--- src/rtl/sys_sequencer_pkg.sv ---
// Shared types and status-code map for the power-up / shutdown sequencer.
// Status codes are laid out as OK, PS_SHUTDOWN, cfg OOB block, system faults, board classes, timeouts.
package sys_sequencer_pkg;

  typedef enum logic [3:0] {
    ST_IDLE         = 4'd1,
    ST_RELEASE_SD_F = 4'd2,
    ST_PULSE_SD_RST = 4'd3,
    ST_SD_RST_DELAY = 4'd4,
    ST_START_DMA    = 4'd5,
    ST_START_SPI    = 4'd6,
    ST_RUNNING      = 4'd7,
    ST_HALTED       = 4'd8
  } state_t;

  localparam int CODE_W = 20;
  typedef logic [CODE_W-1:0] code_t;

  localparam code_t CODE_OK          = 20'd1;
  localparam code_t CODE_PS_SHUTDOWN = 20'd2;
  localparam int    CODE_OOB_BASE    = 3;

  function automatic code_t code_cfg_oob(int idx);
    return code_t'(CODE_OOB_BASE + idx);
  endfunction

  // K: first code after the cfg out-of-bounds block.
  function automatic code_t code_lock_viol(int n_cfg_oob);
    return code_t'(CODE_OOB_BASE + n_cfg_oob);
  endfunction

  function automatic code_t code_shutdown_sense(int n_cfg_oob);
    return code_t'(CODE_OOB_BASE + n_cfg_oob + 1);
  endfunction

  function automatic code_t code_ext_shutdown(int n_cfg_oob);
    return code_t'(CODE_OOB_BASE + n_cfg_oob + 2);
  endfunction

  function automatic code_t code_of(int cls, int n_cfg_oob);
    return code_t'(CODE_OOB_BASE + n_cfg_oob + 3 + cls);
  endfunction

  function automatic code_t code_buf_timeout(int n_cfg_oob, int n_classes);
    return code_of(n_classes, n_cfg_oob);
  endfunction

  function automatic code_t code_spi_timeout(int n_cfg_oob, int n_classes);
    return code_t'(code_of(n_classes, n_cfg_oob) + 20'd1);
  endfunction

endpackage

--- src/rtl/sys_sequencer_if.sv ---
// PS-side register bundle: enables/acks/mask in, status/summary/counter/interrupt out.
interface sys_sequencer_if #(
  parameter int N_FAULT_CLASSES = 11
);
  logic                       sys_en;
  logic                       irq_ack;
  logic [N_FAULT_CLASSES-1:0] fault_mask;
  logic [31:0]                status_word;
  logic [N_FAULT_CLASSES-1:0] fault_summary;
  logic [31:0]                run_cycles;
  logic                       ps_interrupt;

  modport master (
    output sys_en, irq_ack, fault_mask,
    input  status_word, fault_summary, run_cycles, ps_interrupt
  );

  modport slave (
    input  sys_en, irq_ack, fault_mask,
    output status_word, fault_summary, run_cycles, ps_interrupt
  );
endinterface

--- src/rtl/sys_sequencer_prio_enc.sv ---
// First-set (lowest index) priority encoder with a valid flag.
module prio_enc #(
  parameter int N = 8,
  parameter int W = (N > 1) ? $clog2(N) : 1
) (
  input  logic [N-1:0] req,
  output logic [W-1:0] idx,
  output logic         valid
);

  always_comb begin
    // NOTE: every output gets a default before the loop so no path leaves it unassigned (no latch).
    idx   = '0;
    valid = 1'b0;
    for (int i = N - 1; i >= 0; i--) begin
      if (req[i]) begin
        idx   = W'(i);
        valid = 1'b1;
      end
    end
  end

endmodule

--- src/rtl/sys_sequencer.sv ---
// Power-up / shutdown sequencer: boots the shim in timed steps, watches halt sources while
// running, and latches a status word, sticky fault summary, run-cycle counter and interrupt.
module sys_sequencer
  import sys_sequencer_pkg::*;
#(
  parameter int N_BOARDS             = 8,
  parameter int BOARD_W              = (N_BOARDS > 1) ? $clog2(N_BOARDS) : 1,
  parameter int N_CFG_OOB            = 5,
  parameter int N_FAULT_CLASSES      = 11,
  parameter int SHUTDOWN_FORCE_DELAY = 2500000,
  parameter int SHUTDOWN_RESET_PULSE = 25000,
  parameter int SHUTDOWN_RESET_DELAY = 25000000,
  parameter int BUF_LOAD_WAIT        = 250000000,
  parameter int SPI_START_WAIT       = 250000000
) (
  input  logic                                clk,
  input  logic                                rst,
  sys_sequencer_if.slave                      ps,
  input  logic                                dac_buf_full,
  input  logic                                spi_running,
  input  logic                                ext_shutdown,
  input  logic [N_CFG_OOB-1:0]                cfg_oob,
  input  logic                                lock_viol,
  input  logic                                shutdown_sense,
  input  logic [BOARD_W-1:0]                  sense_num,
  input  logic [N_FAULT_CLASSES*N_BOARDS-1:0] brd_fault,
  output logic                                sys_rst,
  output logic                                unlock_cfg,
  output logic                                dma_en,
  output logic                                spi_en,
  output logic                                trig_en,
  output logic                                shutdown_force,
  output logic                                n_shutdown_rst
);

  localparam int OOB_W = (N_CFG_OOB > 1) ? $clog2(N_CFG_OOB) : 1;
  localparam int CLS_W = (N_FAULT_CLASSES > 1) ? $clog2(N_FAULT_CLASSES) : 1;

  typedef struct packed {
    state_t                     state;
    logic [31:0]                timer;
    logic                       sys_rst;
    logic                       unlock_cfg;
    logic                       dma_en;
    logic                       spi_en;
    logic                       trig_en;
    logic                       shutdown_force;
    logic                       n_shutdown_rst;
    logic [7:0]                 board_num;
    code_t                      code;
    logic [N_FAULT_CLASSES-1:0] fault_summary;
    logic [31:0]                run_cycles;
    logic                       irq;
  } regs_t;

  localparam regs_t REGS_RESET = '{
    state:          ST_IDLE,
    timer:          32'd0,
    sys_rst:        1'b1,
    unlock_cfg:     1'b1,
    dma_en:         1'b0,
    spi_en:         1'b0,
    trig_en:        1'b0,
    shutdown_force: 1'b1,
    n_shutdown_rst: 1'b1,
    board_num:      8'd0,
    code:           CODE_OK,
    fault_summary:  '0,
    run_cycles:     32'd0,
    irq:            1'b0
  };

  regs_t r, nx;

  // Fault decode: per-class unmasked activity, lowest active class, lowest board in it.
  logic [N_FAULT_CLASSES-1:0] class_active;
  logic [CLS_W-1:0]           cls_idx;
  logic                       cls_valid;
  logic [N_BOARDS-1:0]        sel_row;
  logic [BOARD_W-1:0]         brd_idx;
  logic                       brd_valid;
  logic [OOB_W-1:0]           oob_idx;
  logic                       oob_valid;

  always_comb begin
    class_active = '0;
    for (int c = 0; c < N_FAULT_CLASSES; c++) begin
      class_active[c] = (|brd_fault[c*N_BOARDS +: N_BOARDS]) & ~ps.fault_mask[c];
    end
  end

  always_comb begin
    sel_row = '0;
    for (int c = 0; c < N_FAULT_CLASSES; c++) begin
      if (cls_idx == CLS_W'(c)) sel_row = brd_fault[c*N_BOARDS +: N_BOARDS];
    end
  end

  prio_enc #(.N(N_CFG_OOB), .W(OOB_W)) u_oob_enc (
    .req   (cfg_oob),
    .idx   (oob_idx),
    .valid (oob_valid)
  );

  prio_enc #(.N(N_FAULT_CLASSES), .W(CLS_W)) u_class_enc (
    .req   (class_active),
    .idx   (cls_idx),
    .valid (cls_valid)
  );

  prio_enc #(.N(N_BOARDS), .W(BOARD_W)) u_board_enc (
    .req   (sel_row),
    .idx   (brd_idx),
    .valid (brd_valid)
  );

  // NOTE: state is updated with non-blocking assignments so every flop samples pre-edge values.
  always_ff @(posedge clk) begin
    if (rst) r <= REGS_RESET;
    else     r <= nx;
  end

  logic       do_halt;
  code_t      halt_code;
  logic [7:0] halt_board;
  logic       irq_event;

  always_comb begin
    nx         = r;
    do_halt    = 1'b0;
    halt_code  = CODE_OK;
    halt_board = 8'd0;
    irq_event  = 1'b0;

    unique case (r.state)
      ST_IDLE: begin
        if (ps.sys_en) begin
          if (oob_valid) begin
            do_halt   = 1'b1;
            halt_code = code_cfg_oob(int'(oob_idx));
          end else begin
            nx.state          = ST_RELEASE_SD_F;
            nx.timer          = 32'd0;
            nx.sys_rst        = 1'b0;
            nx.unlock_cfg     = 1'b0;
            nx.shutdown_force = 1'b0;
          end
        end
      end

      ST_RELEASE_SD_F: begin
        if (!ps.sys_en) begin
          do_halt   = 1'b1;
          halt_code = CODE_PS_SHUTDOWN;
        end else if (r.timer == 32'(SHUTDOWN_FORCE_DELAY)) begin
          nx.state          = ST_PULSE_SD_RST;
          nx.timer          = 32'd0;
          nx.n_shutdown_rst = 1'b0;
        end else begin
          nx.timer = r.timer + 32'd1;
        end
      end

      ST_PULSE_SD_RST: begin
        if (!ps.sys_en) begin
          do_halt   = 1'b1;
          halt_code = CODE_PS_SHUTDOWN;
        end else if (r.timer == 32'(SHUTDOWN_RESET_PULSE)) begin
          nx.state          = ST_SD_RST_DELAY;
          nx.timer          = 32'd0;
          nx.n_shutdown_rst = 1'b1;
        end else begin
          nx.timer = r.timer + 32'd1;
        end
      end

      ST_SD_RST_DELAY: begin
        if (!ps.sys_en) begin
          do_halt   = 1'b1;
          halt_code = CODE_PS_SHUTDOWN;
        end else if (r.timer == 32'(SHUTDOWN_RESET_DELAY)) begin
          nx.state  = ST_START_DMA;
          nx.timer  = 32'd0;
          nx.dma_en = 1'b1;
        end else begin
          nx.timer = r.timer + 32'd1;
        end
      end

      ST_START_DMA: begin
        // A full buffer on the timeout cycle still counts as a successful preload.
        if (!ps.sys_en) begin
          do_halt   = 1'b1;
          halt_code = CODE_PS_SHUTDOWN;
        end else if (dac_buf_full) begin
          nx.state  = ST_START_SPI;
          nx.timer  = 32'd0;
          nx.spi_en = 1'b1;
        end else if (r.timer == 32'(BUF_LOAD_WAIT)) begin
          do_halt   = 1'b1;
          halt_code = code_buf_timeout(N_CFG_OOB, N_FAULT_CLASSES);
        end else begin
          nx.timer = r.timer + 32'd1;
        end
      end

      ST_START_SPI: begin
        if (!ps.sys_en) begin
          do_halt   = 1'b1;
          halt_code = CODE_PS_SHUTDOWN;
        end else if (spi_running) begin
          nx.state      = ST_RUNNING;
          nx.timer      = 32'd0;
          nx.trig_en    = 1'b1;
          nx.run_cycles = 32'd0;
          irq_event     = 1'b1;
        end else if (r.timer == 32'(SPI_START_WAIT)) begin
          do_halt   = 1'b1;
          halt_code = code_spi_timeout(N_CFG_OOB, N_FAULT_CLASSES);
        end else begin
          nx.timer = r.timer + 32'd1;
        end
      end

      ST_RUNNING: begin
        if (r.run_cycles != 32'hFFFF_FFFF) nx.run_cycles = r.run_cycles + 32'd1;
        if (!ps.sys_en) begin
          do_halt   = 1'b1;
          halt_code = CODE_PS_SHUTDOWN;
        end else if (lock_viol) begin
          do_halt   = 1'b1;
          halt_code = code_lock_viol(N_CFG_OOB);
        end else if (shutdown_sense) begin
          do_halt    = 1'b1;
          halt_code  = code_shutdown_sense(N_CFG_OOB);
          halt_board = 8'(sense_num);
        end else if (ext_shutdown) begin
          do_halt   = 1'b1;
          halt_code = code_ext_shutdown(N_CFG_OOB);
        end else if (cls_valid && brd_valid) begin
          do_halt    = 1'b1;
          halt_code  = code_of(int'(cls_idx), N_CFG_OOB);
          halt_board = 8'(brd_idx);
        end
      end

      ST_HALTED: begin
        if (!ps.sys_en) begin
          nx.state         = ST_IDLE;
          nx.code          = CODE_OK;
          nx.board_num     = 8'd0;
          nx.fault_summary = '0;
          nx.unlock_cfg    = 1'b1;
        end
      end

      default: nx = REGS_RESET;
    endcase

    if (do_halt) begin
      nx.state          = ST_HALTED;
      nx.timer          = 32'd0;
      nx.code           = halt_code;
      nx.board_num      = halt_board;
      nx.sys_rst        = 1'b1;
      nx.shutdown_force = 1'b1;
      nx.n_shutdown_rst = 1'b1;
      nx.dma_en         = 1'b0;
      nx.spi_en         = 1'b0;
      nx.trig_en        = 1'b0;
      nx.fault_summary  = class_active;
      irq_event         = 1'b1;
    end

    // A new event outranks an acknowledge arriving in the same cycle.
    if (irq_event)       nx.irq = 1'b1;
    else if (ps.irq_ack) nx.irq = 1'b0;
  end

  assign sys_rst          = r.sys_rst;
  assign unlock_cfg       = r.unlock_cfg;
  assign dma_en           = r.dma_en;
  assign spi_en           = r.spi_en;
  assign trig_en          = r.trig_en;
  assign shutdown_force   = r.shutdown_force;
  assign n_shutdown_rst   = r.n_shutdown_rst;
  assign ps.status_word   = {r.board_num, r.code, r.state};
  assign ps.fault_summary = r.fault_summary;
  assign ps.run_cycles    = r.run_cycles;
  assign ps.ps_interrupt  = r.irq;

endmodule

--- src/flat_wrapper.sv ---
// flat-port wrapper written by rule: the top's interface ports become plain ports
module sys_sequencer_flat import sys_sequencer_pkg::*;
#(
  parameter int N_BOARDS             = 8,
  parameter int BOARD_W              = (N_BOARDS > 1) ? $clog2(N_BOARDS) : 1,
  parameter int N_CFG_OOB            = 5,
  parameter int N_FAULT_CLASSES      = 11,
  parameter int SHUTDOWN_FORCE_DELAY = 2500000,
  parameter int SHUTDOWN_RESET_PULSE = 25000,
  parameter int SHUTDOWN_RESET_DELAY = 25000000,
  parameter int BUF_LOAD_WAIT        = 250000000,
  parameter int SPI_START_WAIT       = 250000000
)
  (clk, rst, dac_buf_full, spi_running, ext_shutdown, cfg_oob, lock_viol, shutdown_sense, sense_num, brd_fault, sys_rst, unlock_cfg, dma_en, spi_en, trig_en, shutdown_force, n_shutdown_rst, ps_sys_en, ps_irq_ack, ps_fault_mask, ps_status_word, ps_fault_summary, ps_run_cycles, ps_ps_interrupt);
  sys_sequencer_if #(.N_FAULT_CLASSES(N_FAULT_CLASSES)) ps_i ();
  input  logic clk;
  input  logic rst;
  input  logic dac_buf_full;
  input  logic spi_running;
  input  logic ext_shutdown;
  input  logic [N_CFG_OOB-1:0] cfg_oob;
  input  logic lock_viol;
  input  logic shutdown_sense;
  input  logic [BOARD_W-1:0] sense_num;
  input  logic [N_FAULT_CLASSES*N_BOARDS-1:0] brd_fault;
  output logic sys_rst;
  output logic unlock_cfg;
  output logic dma_en;
  output logic spi_en;
  output logic trig_en;
  output logic shutdown_force;
  output logic n_shutdown_rst;
  input wire logic [$bits(ps_i.sys_en)-1:0] ps_sys_en;
  input wire logic [$bits(ps_i.irq_ack)-1:0] ps_irq_ack;
  input wire logic [$bits(ps_i.fault_mask)-1:0] ps_fault_mask;
  output wire logic [$bits(ps_i.status_word)-1:0] ps_status_word;
  output wire logic [$bits(ps_i.fault_summary)-1:0] ps_fault_summary;
  output wire logic [$bits(ps_i.run_cycles)-1:0] ps_run_cycles;
  output wire logic [$bits(ps_i.ps_interrupt)-1:0] ps_ps_interrupt;
  assign ps_i.sys_en = ps_sys_en;
  assign ps_i.irq_ack = ps_irq_ack;
  assign ps_i.fault_mask = ps_fault_mask;
  assign ps_status_word = ps_i.status_word;
  assign ps_fault_summary = ps_i.fault_summary;
  assign ps_run_cycles = ps_i.run_cycles;
  assign ps_ps_interrupt = ps_i.ps_interrupt;
  sys_sequencer #(.N_BOARDS(N_BOARDS), .BOARD_W(BOARD_W), .N_CFG_OOB(N_CFG_OOB), .N_FAULT_CLASSES(N_FAULT_CLASSES), .SHUTDOWN_FORCE_DELAY(SHUTDOWN_FORCE_DELAY), .SHUTDOWN_RESET_PULSE(SHUTDOWN_RESET_PULSE), .SHUTDOWN_RESET_DELAY(SHUTDOWN_RESET_DELAY), .BUF_LOAD_WAIT(BUF_LOAD_WAIT), .SPI_START_WAIT(SPI_START_WAIT)) u_core (.clk(clk), .rst(rst), .ps(ps_i), .dac_buf_full(dac_buf_full), .spi_running(spi_running), .ext_shutdown(ext_shutdown), .cfg_oob(cfg_oob), .lock_viol(lock_viol), .shutdown_sense(shutdown_sense), .sense_num(sense_num), .brd_fault(brd_fault), .sys_rst(sys_rst), .unlock_cfg(unlock_cfg), .dma_en(dma_en), .spi_en(spi_en), .trig_en(trig_en), .shutdown_force(shutdown_force), .n_shutdown_rst(n_shutdown_rst));
endmodule
--- config.mk ---
export PLATFORM = sky130hd
export DESIGN_NAME = sys_sequencer_flat
export DESIGN_NICKNAME = d
export VERILOG_FILES = /design/src/rtl/sys_sequencer_pkg.sv /design/src/rtl/sys_sequencer_if.sv /design/src/rtl/sys_sequencer_prio_enc.sv /design/src/rtl/sys_sequencer.sv /design/src/flat_wrapper.sv
export SDC_FILE = /design/constraint.sdc
export NUM_CORES = 1
export LEC_CHECK = 0
export BUFFER_PORTS_ARGS = -buffer_cell sky130_fd_sc_hd__clkbuf_2
export CAP_MARGIN = 20
export CORE_ASPECT_RATIO = 0.5
export CORE_MARGIN = 8
export CORE_UTILIZATION = 48
export CTS_BUF_LIST = sky130_fd_sc_hd__clkbuf_16
export DETAILED_ROUTE_END_ITERATION = 10
export PLACE_DENSITY = 0.78
export SYNTH_ARGS = -nofsm -noshare
export SYNTH_HDL_FRONTEND = slang
export SYNTH_HIERARCHICAL = 1
export SYNTH_SLANG_ARGS = --single-unit
--- constraint.sdc ---
create_clock -name clk -period 6.6 [get_ports clk]
set_clock_uncertainty 0.2 [all_clocks]
set_input_delay 1.98 -clock clk [delete_from_list [all_inputs] [get_ports clk]]
set_output_delay 1.98 -clock clk [all_outputs]
set_load 0.03 [all_outputs]
After elaboration in Yosys (flattened, before gate mapping)
Cells that the tools add are included.
W data, S select, Z words.

storage, ports and cells
  register bits = 115
  bits of input ports = 116

operators by class
  add/subtract/negate cells = 4
  eq/ne operators = 53
  mux-type cells = 150
  bitwise logic cells = 31
  reductions and logical operators = 36

operators with widths
  cell                     count
  $mux W32                 9
  $pmux W32 S7             1
  $mux W20                 9
  $mux W36                 5
  $mux W8                  16
  $pmux W20 S5             1
  $pmux W32 S3             1
  $reduce_or A8 Y1         12
  $mux W39                 2
  $pmux W39 S2             1
  $mux W38                 2
  $mux W4                  17
  $add A32 B1 Y32 const B  2
  $mux W1                  57
  $mux W3                  14
  $mux W37                 1
  $reduce_or A7 Y1         5
  $eq A32 B15 Y1 const B   1
  $eq A32 B22 Y1 const B   1
  $eq A32 B25 Y1 const B   1
  $eq A32 B28 Y1 const B   1
  $eq A4 B3 Y1 const B     8
  $ne A32 B32 Y1 const B   1
  $pmux W4 S8              1
  other kinds (28)         105

Logic depth before layout (Yosys ltp)
Gate-level depths: netlist of the first run.

  depth after elaboration = 42
  mapped depth = 24
  gate-level depth less buffers = 23

By module
The synthesis of the first run kept the hierarchy.

by module, submodules not included
  module                          times used  cells each  area each (µm²)  sequential area each (µm²)
  sys_sequencer                   1           881         6653.9           1881.8
  prio_enc at u_core.u_class_enc  1           19          112.6            0.0
  prio_enc at u_core.u_board_enc  1           13          80.1             0.0
  prio_enc at u_core.u_oob_enc    1           8           48.8             0.0

Worst setup path after synthesis of the first run
Ideal clock, no wire load.

  path type = input to register
  start point = in brd_fault[64]
  end point = reg u_core/r[110] (netlist name)
  data arrival time = 6493 ps
  path slack = -152 ps
  stages = 23
  buffers on the path = 1
  path through = nor4_1 a21oi_1 nand2b_1 a221o_1 a221oi_2 inv_1 ha_1 nand2_1 clkbuf_1 nand2_1 o211ai_1 nand4_1 o211ai_1 a311oi_1 nor4_1 nand2_1 nand2_1 a31oi_1 a2111oi_0 nand2_1 or4_1 a2bb2oi_1 a31o_2

between the ends
  elaborated cells on any way between the ends = 58
  those cells by class = eq/ne (10); mux (43); bitwise (1); reduce/logical (4)

RTL lines
  what                                   RTL line                      source
  start: declaration                     flat_wrapper.sv:25            input logic [N_FAULT_CLASSES*N_BOARDS-1:0] brd_fault;
  $reduce_or A8 Y1 (*)                   sys_sequencer.sv:88           class_active[c] = (|brd_fault[c*N_BOARDS +: N_BOARDS]) & ~ps.fault_mask[c];
  $and A1 B1 Y1 (*)                      sys_sequencer.sv:88
  net u_core.class_active[8]             sys_sequencer.sv:76           logic [N_FAULT_CLASSES-1:0] class_active;
  $mux W4 (*) (9 in series)              sys_sequencer_prio_enc.sv:16  if (req[i]) begin
  net u_core.cls_idx[0]                  sys_sequencer.sv:77           logic [CLS_W-1:0] cls_idx;
  $logic_not A4 Y1                       sys_sequencer.sv:95           if (cls_idx == CLS_W'(c)) sel_row = brd_fault[c*N_BOARDS +: N_BOARDS];
  $mux W8 (10 in series)                 sys_sequencer.sv:95
  $mux W8 (*)                            sys_sequencer.sv:95
  net u_core.sel_row[5]                  sys_sequencer.sv:79           logic [N_BOARDS-1:0] sel_row;
  [6 not listed]                         -
  net u_core.brd_valid                   sys_sequencer.sv:81           logic brd_valid;
  $logic_and A1 B1 Y1 (*)                sys_sequencer.sv:240          end else if (cls_valid && brd_valid) begin
  $mux W1 (*)                            sys_sequencer.sv:240
  $mux W1 (*)                            sys_sequencer.sv:237          end else if (ext_shutdown) begin
  $mux W1 (*)                            sys_sequencer.sv:233          end else if (shutdown_sense) begin
  $mux W1 (*)                            sys_sequencer.sv:230          end else if (lock_viol) begin
  $mux W1 (*)                            sys_sequencer.sv:227          if (!ps.sys_en) begin
  $pmux W1 S5 (*)                        sys_sequencer.sv:135          unique case (r.state)
  $reduce_or A2 Y1 (no source line) (*)  -
  end signal: assignment                 sys_sequencer.sv:120          else r <= nx;
  end: declaration                       sys_sequencer.sv:73           regs_t r, nx;

Mark *: on every way through the listed nets, which the timed path passes. The rest lies on a longest branch.
A chain may end at the register's enable or synchronous reset.

Final worst setup path of the first run
  start point = in brd_fault[32]
  end point = reg u_core/r[110] (netlist name)

between the ends
  elaborated cells on any way between the ends = 50
  those cells by class = eq/ne (10); mux (35); bitwise (1); reduce/logical (4)

RTL lines
  what                                   RTL line
  $reduce_or A8 Y1 (*)                   sys_sequencer.sv:88
  $and A1 B1 Y1 (*)                      sys_sequencer.sv:88
  net u_core.class_active[4]             sys_sequencer.sv:76
  $mux W4 (*) (5 in series)              sys_sequencer_prio_enc.sv:16
  net u_core.cls_idx[0]                  sys_sequencer.sv:77
  $logic_not A4 Y1                       sys_sequencer.sv:95
  $mux W8 (10 in series)                 sys_sequencer.sv:95
  $mux W8 (*)                            sys_sequencer.sv:95
  net u_core.sel_row[0]                  sys_sequencer.sv:79
  [1 not listed]                         -
  net u_core.brd_valid                   sys_sequencer.sv:81
  $logic_and A1 B1 Y1 (*)                sys_sequencer.sv:240
  $mux W1 (*)                            sys_sequencer.sv:240
  $mux W1 (*)                            sys_sequencer.sv:237
  $mux W1 (*)                            sys_sequencer.sv:233
  $mux W1 (*)                            sys_sequencer.sv:230
  $mux W1 (*)                            sys_sequencer.sv:227
  $pmux W1 S5 (*)                        sys_sequencer.sv:135
  $reduce_or A2 Y1 (no source line) (*)  -

Marked as above.

==> flow_summary.yaml, run 1 <==
yosys:
  seq_area_frac_synth_pct: 27.3
  synth_edf_count: 0
  synthArstFlopShare_pct: 0
  synth.avg_cell_area_um2: 7.49
  netlist_area_um2: 6900
  synthSimpleGateAreaFrac_pct: 32.2
  netlist_instances: 921
  ys_types: 76
  yosys.area_share.adder_pct: 1.45
  ys_ff_latch: 94
  synthFlopType: "dfxtp_1"
  synth_top_area_share_pct: 27.3
  ys_warn_count: 6
  synthXorXnorAreaFrac_pct: 5.59
  synth_mux_area_share_pct: 0.435
  yosys-top-cells-count: "94 x dfxtp_1, 94 x nand2_1, 93 x nor2_1, 77 x buf_4, 52 x a21oi_1"
  netlist_top_cells_area: "dfxtp_1 27%, buf_4 8.4%, nand2_1 5.1%"
  yosysTopAreaCell: "dfxtp_1"
  synth_compound_area_share_pct: 20.8
  synth_top_family_by_area: "simple AND/OR/NAND/NOR gates"
clock_tree:
  insertion_delay_ns: 0.34
  cts_max_path_buffers: 2
  cts_tree: "yes"
  path_clk_slew_ns: 0.07
  numCtsBuffers: 9
  postCtsHoldBufs: 0
  htreeDepth: 3
  cts-root-buf: "clkbuf_16"
  clock-sinks: 94
setup_path:
  end_kind: "flop"
  path_class: "input port to flop"
  critPathBufInv: 5
  cp_cell_sequence: "clkbuf_2 -> nor4_1 -> a21oi_2 -> a221o_1 -> a221oi_2 -> inv_1 -> ha_2 -> buf_4 -> o31a_1 -> a21oi_1 -> buf_4 -> buf_4 -> a311oi_2 -> nor4_2 -> nand2_1 -> nand2_2 -> a31oi_4 -> a2111oi_4 -> nand2_2 -> or4_4 -> a2bb2oi_2 -> a31o_2"
  rrSetupSlack_ns: 3.24
  cp.required_ns: 6.69
  crit_fanout: 7
  critPathSlowestCell: "or4_4"
  cp_top_family: "compound AO/OA/AOI/OAI gates"
  cpMostUsedCell: "buf_4"
  cp-start-kind: "input port"
  slowest_delay_ns: 0.54
  critPathArrivalTime_ns: 6.52
grt:
  grt_use_total_pct: 22.7
  grt_pass1_wl_mm: 35.4
  globalRoute.totalOverflow: 0
  grt_max_degree: 33
  grt_pass1_vias: 7546
  antenna_found_initial: 0
drt:
  wl_met3_mm: 1.54
  met2_length_mm: 11.3
  drt_iter0_markers: 892
  dr.pass1.iters: 5
  avgRoutedWirePerCell_um: 16.6
  ant_nets: 0
  routed_wl_mm: 22.8
  vias: 7973
  wl_met1_mm: 9.38
  dr.max_layer_used: "met4"
  viasPerCell: 5.79
  post-route-drc-count: 0
sta:
  maxSlewHeadroom_pct: 35.3
  setup_viol: 0
  maxSlewViolCount: 0
  hold_viol_final: 0
  layout_setup_ws_ns: 0.162
  rsz0062_at_grt: "true"
  period_minus_slack_ns: 6.44
  worst_slew_pin_slew_ns: 0.970
  fmax_ghz: 0.155
  min_period_over_period_pct: 97.6
pwr:
  p_per_area_nw_per_um2: 252
  peakVddDrop_mv: 0.184
  p_leak_uw: 0.00381
floorplanning:
  dieArea_um2: 18700
  design.core.area_um2: 14200
  die_w_um: 186
  ios: 199
  start_util_pct: 48.4
  die_h_um: 101
  placementRows: 31
placed_design:
  gp_congestion: 1.00
  hpwl_mm: 17.7
  postPlaceCellArea_um2: 8550
  port_buffers: 178
  pre_cts_slack_ns: -0.587
finish:
  antennaDiodeCount: 0
  layout-area-overhead-vs-synth_pct: 33.9
  num-fill-cells: 1211
  drive_gt1_share_pct: 35.1
  final_nets: 1298
  final_area_um2: 9230
run_status:
  outcome: "finished, final reports clean"
job:
  drv_cap: 0
worst_hold_path:
  hold_class: "flop to flop"
==> report_power, final <==
part	switching, uW	internal, uW	total [uW]
sequential	86.8	614	700
clock	226	333	559
combinational	640	426	1070
==> per-stage QoR <==
step	hold slack (ns)	util [%]	instances	TNS [ns]	power, uW
2_1_floorplan	0.227	-	940	0	1370
3_3_place_gp	0.241	60.1	1350	-12.66	1680
3_5_place_dp	0.249	60.1	1350	-24.70	1700
4_1_cts	0.258	63.4	1375	-0.0477	2270
5_1_grt	0.281	64.9	1377	-0.497	2450
6_report	0.254	64.9	1377	0	2330
==> final cells by class <==
cell class                 count  area, um2  share of cell area, %
clock buffer                   9        225                   2.44
clock inverter                 7       95.1                   1.03
inverter                      25       93.8                   1.02
multi-input combinational    703       4520                   48.9
sequential                    94       1880                   20.4
tap                          198        248                   2.68
timing repair buffer         341       2170                   23.5
==> cell usage in the layout (no fill, tap or decap), types with 6 or more instances in the layout <==
master and n:
o21ai_0 25, or4_1 8, nor4_1 24, nand2_1 91, a22oi_1 9, nand4_1 25, a311oi_2 7, nand3_1 39
inv_1 24, o22a_1 8, nor3_1 41, o22ai_1 11, nor2b_1 10, xnor2_1 28, dfxtp_1 94, a22o_1 12
nand2b_1 8, nor4_2 8, clkbuf_2 177, and3_1 13, nor2_1 92, clkbuf_16 9, xor2_1 16, buf_4 158
ha_1 6, and4_1 6, o211ai_1 20, or3_1 12, conb_1 20, a21oi_1 48
==> what timing repair did <==
item / CTS / global route
gates resized for setup: 14 / 38
pin swaps: 7 / 28
setup endpoints to repair: 43 / 54
setup buffers: 9 / 4
==> cells by family (layout without fill, tap and decap cells) <==
logic type,Yosys count,in the layout
and+or+nand+nor,422,422
AOI/OAI and AO/OA,206,206
buffers and inverters,143,382
DFF,94,94
xor gates and xnor gates,44,44
adders and majority gates,8,8
muxes,3,3
other,1,20
==> worst paths after layout <==
check	end	startpoint	cells after the start
min reg2reg	u_core/trig_en	u_core/trig_en	2
min	u_core/trig_en	u_core/trig_en	2
max	u_core/r[110]	brd_fault[32]	22
max reg2reg	u_core/r[109]	u_core/ps.status_word[3]	8
==> state kept, by name, summed over array words and instances, names as in the netlist <==
register,count
u_core/dma_en,1
u_core/n_shutdown_rst,1
u_core/ps.fault_summary,11
u_core/ps.ps_interrupt,1
u_core/ps.run_cycles,32
u_core/ps.status_word,12
u_core/r,32
u_core/spi_en,1
u_core/sys_rst,1
u_core/trig_en,1
u_core/unlock_cfg,1
==> metal layers <==
metal	up-vias	GRT usage (%)
met5	-	0
met4	0	7.40
met3	49	3.53
met2	349	40.5
met1	3747	27.7
li1	3828	-
==> worst reg2reg max path: cells and delay by family, from the launching register on <==
family	cells	cell delay, ns
flops	1	0.96
simple gates	3	0.98
buf+inv	1	0.17
compound gates	4	0.94
Note: power is estimated with default switching activity, not from simulation.
==> run 2, diff against run 1 <==
--- a/config.mk
+++ b/config.mk
@@ -5,14 +5,15 @@
 export SDC_FILE = /design/constraint.sdc
 export NUM_CORES = 1
 export LEC_CHECK = 0
+export ABC_AREA = 1
 export BUFFER_PORTS_ARGS = -buffer_cell sky130_fd_sc_hd__clkbuf_2
 export CAP_MARGIN = 20
 export CORE_ASPECT_RATIO = 0.5
 export CORE_MARGIN = 8
-export CORE_UTILIZATION = 48
+export CORE_UTILIZATION = 51
 export CTS_BUF_LIST = sky130_fd_sc_hd__clkbuf_16
 export DETAILED_ROUTE_END_ITERATION = 10
-export PLACE_DENSITY = 0.78
+export PLACE_DENSITY = 0.79
 export SYNTH_ARGS = -nofsm -noshare
 export SYNTH_HDL_FRONTEND = slang
 export SYNTH_HIERARCHICAL = 1
==> flow_summary.yaml, run 2 <==
grt:
  grt_pass1_vias: 9274
  globalRoute.totalOverflow: 0
  grt_use_total_pct: 23.9
  antenna_found_initial: 0
  grt_max_degree: 45
  grt_pass1_wl_mm: 44.4
sta:
  hold-worst-slack_ns: 0.267
  hold_viol_final: 0
  fin_tns_setup_ns: 0
  min_period_over_period_pct: 92.7
  period_minus_slack_ns: 6.12
  setup_viol: 0
  maxSlewHeadroom_pct: 38.8
  fmax_ghz: 0.163
  maxSlewViolCount: 0
  worst_slew_pin_slew_ns: 0.918
  rsz0062_at_grt: "false"
  layout_setup_ws_ns: 0.480
drt:
  drt_iter0_markers: 865
  dr.pass1.iters: 9
  routed_wl_mm: 27.6
  viasPerCell: 5.29
  ant_nets: 0
  avgRoutedWirePerCell_um: 14.6
  vias: 10000
  post-route-drc-count: 1
setup_path:
  slowest_delay_ns: 0.29
  cpMostUsedCell: "nand2_1"
  rrSetupSlack_ns: 3.28
  critPathBufInv: 7
  crit_fanout: 12
  rr_startpoint: "u_core/ps.status_word[0]"
  r2r_end: "u_core/ps.run_cycles[15]"
  end_kind: "flop"
  reg2reg_depth: 9
  cp-start-kind: "input port"
  cp_top_family: "simple AND/OR/NAND/NOR gates"
  critPathSlowestCell: "nor4_1"
  critPathArrivalTime_ns: 6.22
  cp.required_ns: 6.70
  path_class: "input port to flop"
yosys:
  netlist_area_um2: 8880
  synth_edf_count: 0
  ys_ff_latch: 94
  netlist_instances: 1534
  yosysTopAreaCell: "dfxtp_1"
  synth_top_area_share_pct: 21.2
  synth.avg_cell_area_um2: 5.79
  synthArstFlopShare_pct: 0
  ys_types: 56
  seq_area_frac_synth_pct: 21.2
  yosys-top-cells-count: "423 x nand2_1, 199 x nor2_1, 174 x inv_1, 142 x nand3_1, 94 x dfxtp_1"
  synth_most_common_cell: "nand2_1"
  netlist_top_cells_area: "dfxtp_1 21%, nand2_1 18%, nor2_1 8.4%"
  synthFlopType: "dfxtp_1"
  ys_warn_count: 6
pwr:
  p_per_area_nw_per_um2: 266
  p_leak_uw: 0.00448
  peakVddDrop_mv: 0.231
finish:
  drive_gt1_share_pct: 19.6
  num-fill-cells: 1801
  final_common_cell: "nand2_1"
  finalNonFillerCells: 1893
  layout-area-overhead-vs-synth_pct: 11.2
  antennaDiodeCount: 0
  final_cell_mix: "423 x nand2_1, 198 x nor2_1, 178 x clkbuf_2, 173 x inv_1, 142 x nand3_1"
  final_area_um2: 9870
  final_nets: 1778
clock_tree:
  cts_tree: "yes"
  postCtsSetupBuffers: 0
  cts-root-buf: "clkbuf_16"
  path_clk_slew_ns: 0.08
  numCtsBuffers: 9
  insertion_delay_ns: 0.35
  htreeDepth: 3
  cts_max_path_buffers: 2
  clock-sinks: 94
floorplanning:
  ios: 199
  die_w_um: 203
  placementRows: 34
  dieArea_um2: 22100
  die_h_um: 109
  start_util_pct: 51.5
  design.core.area_um2: 17200
worst_hold_path:
  min_to: "u_core/ps.status_word[7]"
  hold_depth: 2
  hold_class: "flop to flop"
  min_from: "u_core/ps.status_word[7]"
placed_design:
  port_buffers: 178
  pre_cts_slack_ns: -0.0339
  hpwl_mm: 22.1
  gp_congestion: 0.969
  postPlaceCellArea_um2: 9500
  dp_cells: 1877
run_status:
  violations: "design-rule violations"
  outcome: "finished, violations left"
job:
  drv_cap: 0
[run 2: final cells by class]
| type | instances | area, um2 | share of cell area (%) |
|---|---|---|---|
| clock inverters | 7 | 109 | 1.10 |
| inverters | 199 | 754 | 7.64 |
| clock buffers | 9 | 225 | 2.28 |
| well taps | 234 | 293 | 2.97 |
| repair buffers | 200 | 1070 | 10.8 |
| multi-input cells | 1150 | 5540 | 56.1 |
| flip-flops and latches | 94 | 1880 | 19.1 |
[run 2: worst max-delay path by stage]
stage	from	to	slack [ns]	depth (start not counted)
2_1_floorplan	brd_fault[64]	u_core/ps.status_word[4]	0.53	38
3_3_place_gp	brd_fault[8]	u_core/r[88]	0.02	29
3_5_place_dp	brd_fault[68]	u_core/r[88]	-0.03	38
4_1_cts	brd_fault[68]	u_core/r[88]	0.31	38
5_1_grt	brd_fault[64]	u_core/ps.status_word[5]	0.06	39
6_report	brd_fault[8]	u_core/r[88]	0.48	29
[run 2: kinds of logic (layout without fill, tap and decap cells)]
| family | Yosys count | count (layout) | synth area share [%] |
|---|---|---|---|
| compound gates | 162 | 162 | 10.2 |
| xor+xnor | 6 | 6 | 0.592 |
| fa+ha+maj | 8 | 8 | 1.13 |
| buf+inv | 309 | 415 | 17.5 |
| flops | 94 | 94 | 21.2 |
| other cells | 1 | 20 | 0.0422 |
| simple gates | 954 | 954 | 49.2 |
[run 2: worst min-delay path, cell delays in order, from the launching register on]
cell     delay, ns
dfxtp_1       0.31
nand2_1       0.06
a21oi_1       0.05
[run 2: repair_timing]
action	in CTS	in global routing
endpoints found under the setup margin	0	57
hold buffers	0	0
gates resized for setup	0	9
[run 2: routing by layer]
metal	up-vias	track usage [%]	share of wire [%]
li1	5102	-	-
met1	4452	29.8	43
met2	415	41.9	47
met3	41	4.35	7.5
met4	0	7.98	2.2
met5	-	0	0
[run 2: metrics by stage]
| step | utilization (%) | power, uW |
|---|---|---|
| after floorplan | - | 1820 |
| after global placement | 55.1 | 2020 |
| after detailed placement | 55.1 | 2030 |
| after CTS | 57.1 | 2630 |
| after global routing | 57.3 | 2790 |
| final | 57.3 | 2630 |
[run 2: power by group]
part           internal [uW]  switching, uW  total, uW
Sequential               620           53.7        674
Clock                    342            255        597
Combinational            369            990       1360
Total                   1330           1300       2630
==> run 3, diff against run 2 <==
--- a/config.mk
+++ b/config.mk
@@ -10,10 +10,9 @@
 export CAP_MARGIN = 20
 export CORE_ASPECT_RATIO = 0.5
 export CORE_MARGIN = 8
-export CORE_UTILIZATION = 51
+export CORE_UTILIZATION = 29
 export CTS_BUF_LIST = sky130_fd_sc_hd__clkbuf_16
 export DETAILED_ROUTE_END_ITERATION = 10
-export PLACE_DENSITY = 0.79
 export SYNTH_ARGS = -nofsm -noshare
 export SYNTH_HDL_FRONTEND = slang
 export SYNTH_HIERARCHICAL = 1
==> flow_summary.yaml, run 3 (synthesized netlist as in run 2, its figures left out) <==
clock_tree:
  cts_max_path_buffers: 2
  clock-sinks: 94
  path_clk_slew_ns: 0.07
  cts_tree: "yes"
  numCtsBuffers: 9
  htreeDepth: 3
  cts-root-buf: "clkbuf_16"
  postCtsHoldBufs: 0
  insertion_delay_ns: 0.36
drt:
  post-route-drc-count: 0
  viasPerCell: 4.76
  dr.pass1.iters: 5
  routed_wl_mm: 30.6
  ant_nets: 0
  vias: 9950
  avgRoutedWirePerCell_um: 14.6
  drt_iter0_markers: 589
floorplanning:
  placementRows: 45
  die_w_um: 263
  dieArea_um2: 36800
  die_h_um: 140
  design.core.area_um2: 30200
  ios: 199
  start_util_pct: 29.4
finish:
  drive_gt1_share_pct: 21.0
  layout-area-overhead-vs-synth_pct: 15.9
  antennaDiodeCount: 0
  final_common_cell: "nand2_1"
  final_cell_mix: "422 x nand2_1, 199 x nor2_1, 178 x clkbuf_2, 175 x inv_1, 142 x nand3_1"
  num-fill-cells: 3439
  final_area_um2: 10300
  final_nets: 1812
pwr:
  total_power_uw: 2610
  peakVddDrop_mv: 0.196
  p_leak_uw: 0.00463
  p_per_area_nw_per_um2: 254
sta:
  hold-worst-slack_ns: 0.267
  setup_viol: 0
  maxSlewHeadroom_pct: 45.4
  hold_viol_final: 0
  period_minus_slack_ns: 6.25
  min_period_over_period_pct: 94.7
  fmax_ghz: 0.160
  maxSlewViolCount: 0
  worst_slew_pin_slew_ns: 0.818
  layout_setup_ws_ns: 0.352
placed_design:
  gp_congestion: 0.911
  port_buffers: 178
  hpwl_mm: 25.3
  pre_cts_slack_ns: 0.00102
  postPlaceCellArea_um2: 9990
setup_path:
  path_class: "input port to flop"
  cp.required_ns: 6.71
  cpMostUsedCell: "nand2_1"
  cp.depth: 39
  critPathBufInv: 9
  end_kind: "flop"
  cp-start-kind: "input port"
  critPathSlowestCell: "nor4_1"
  critPathArrivalTime_ns: 6.35
  slowest_delay_ns: 0.41
  reg2reg_depth: 9
  crit_fanout: 7
  cp_top_family: "simple AND/OR/NAND/NOR gates"
job:
  drv_cap: 0
grt:
  busiest_layer: "met2"
  grt_pass1_wl_mm: 48.6
  globalRoute.totalOverflow: 0
  antenna_found_initial: 0
  grt_max_degree: 45
  grt_util_met2_pct: 27.3
  use_met1_pct: 20.4
  grt_use_total_pct: 15.8
  grt_pass1_vias: 9214
  grtUsageMet3_pct: 1.81
run_status:
  outcome: "finished, final reports clean"
worst_hold_path:
  hold_depth: 2
  hold_class: "flop to flop"
[run 3: changes by cell type in the layout (fill, tap and decap cells not counted), moves of 2 or more]
cell       previous run  this run
buf_4                21        53
inv_6                 3         0
buf_12                1         3
bufinv_16             2         0
inv_1               173       175
[run 3: metrics by stage]
stage                     util, %  std cells  TNS [ns]
after CTS                    33.9       2091         0
after global routing         34.0       2091   -0.0448
after floorplan                 -       1553         0
final                        34.0       2091         0
after global placement       33.0       2076         0
after detailed placement     33.0       2076         0
[run 3: worst register-to-register path: cells and delay by family, from the launching register on]
family,cells,cell delay (ns)
and+or+nand+nor,6,1.93
DFF,1,0.63
AOI/OAI and AO/OA,1,0.06
buffers and inverters,2,0.47
[run 3: final cells by class]
| type | count | area [um2] | share of cell area (%) |
|---|---|---|---|
| timing repair buffer | 234 | 1350 | 13.1 |
| tap | 399 | 499 | 4.85 |
| clock inverter | 6 | 40.0 | 0.389 |
| clock buffer | 9 | 225 | 2.19 |
| sequential | 94 | 1880 | 18.3 |
| multi-input combinational | 1150 | 5550 | 53.9 |
| inverter | 199 | 749 | 7.28 |
[run 3: routing by layer]
| layer | share of wire [%] | up-vias |
|---|---|---|
| li1 | - | 5170 |
| met1 | 46 | 4515 |
| met2 | 48 | 233 |
| met3 | 4.2 | 32 |
| met4 | 2.0 | 0 |
| met5 | 0 | - |
[run 3: worst paths after layout]
path	from	endpoint	slack (ns)
max	brd_fault[56]	u_core/r[88]	0.35
min	u_core/ps.fault_summary[0]	u_core/ps.fault_summary[0]	0.27
max reg2reg	u_core/ps.status_word[0]	u_core/ps.run_cycles[11]	3.19
min reg2reg	u_core/ps.fault_summary[0]	u_core/ps.fault_summary[0]	0.27
[run 3: power breakdown]
| part | switching, uW | leakage [uW] | total, uW | internal [uW] |
|---|---|---|---|---|
| Clock | 237 | 0.000132 | 490 | 254 |
| Sequential | 59.5 | 0.000760 | 680 | 620 |
| Combinational | 1020 | 0.00374 | 1440 | 420 |
| Total | 1320 | 0.00463 | 2610 | 1290 |
[run 3: what timing repair did]
item,CTS,global route
gates resized for setup,0,8
endpoints found under the setup margin,0,61
buffers inserted,0,0
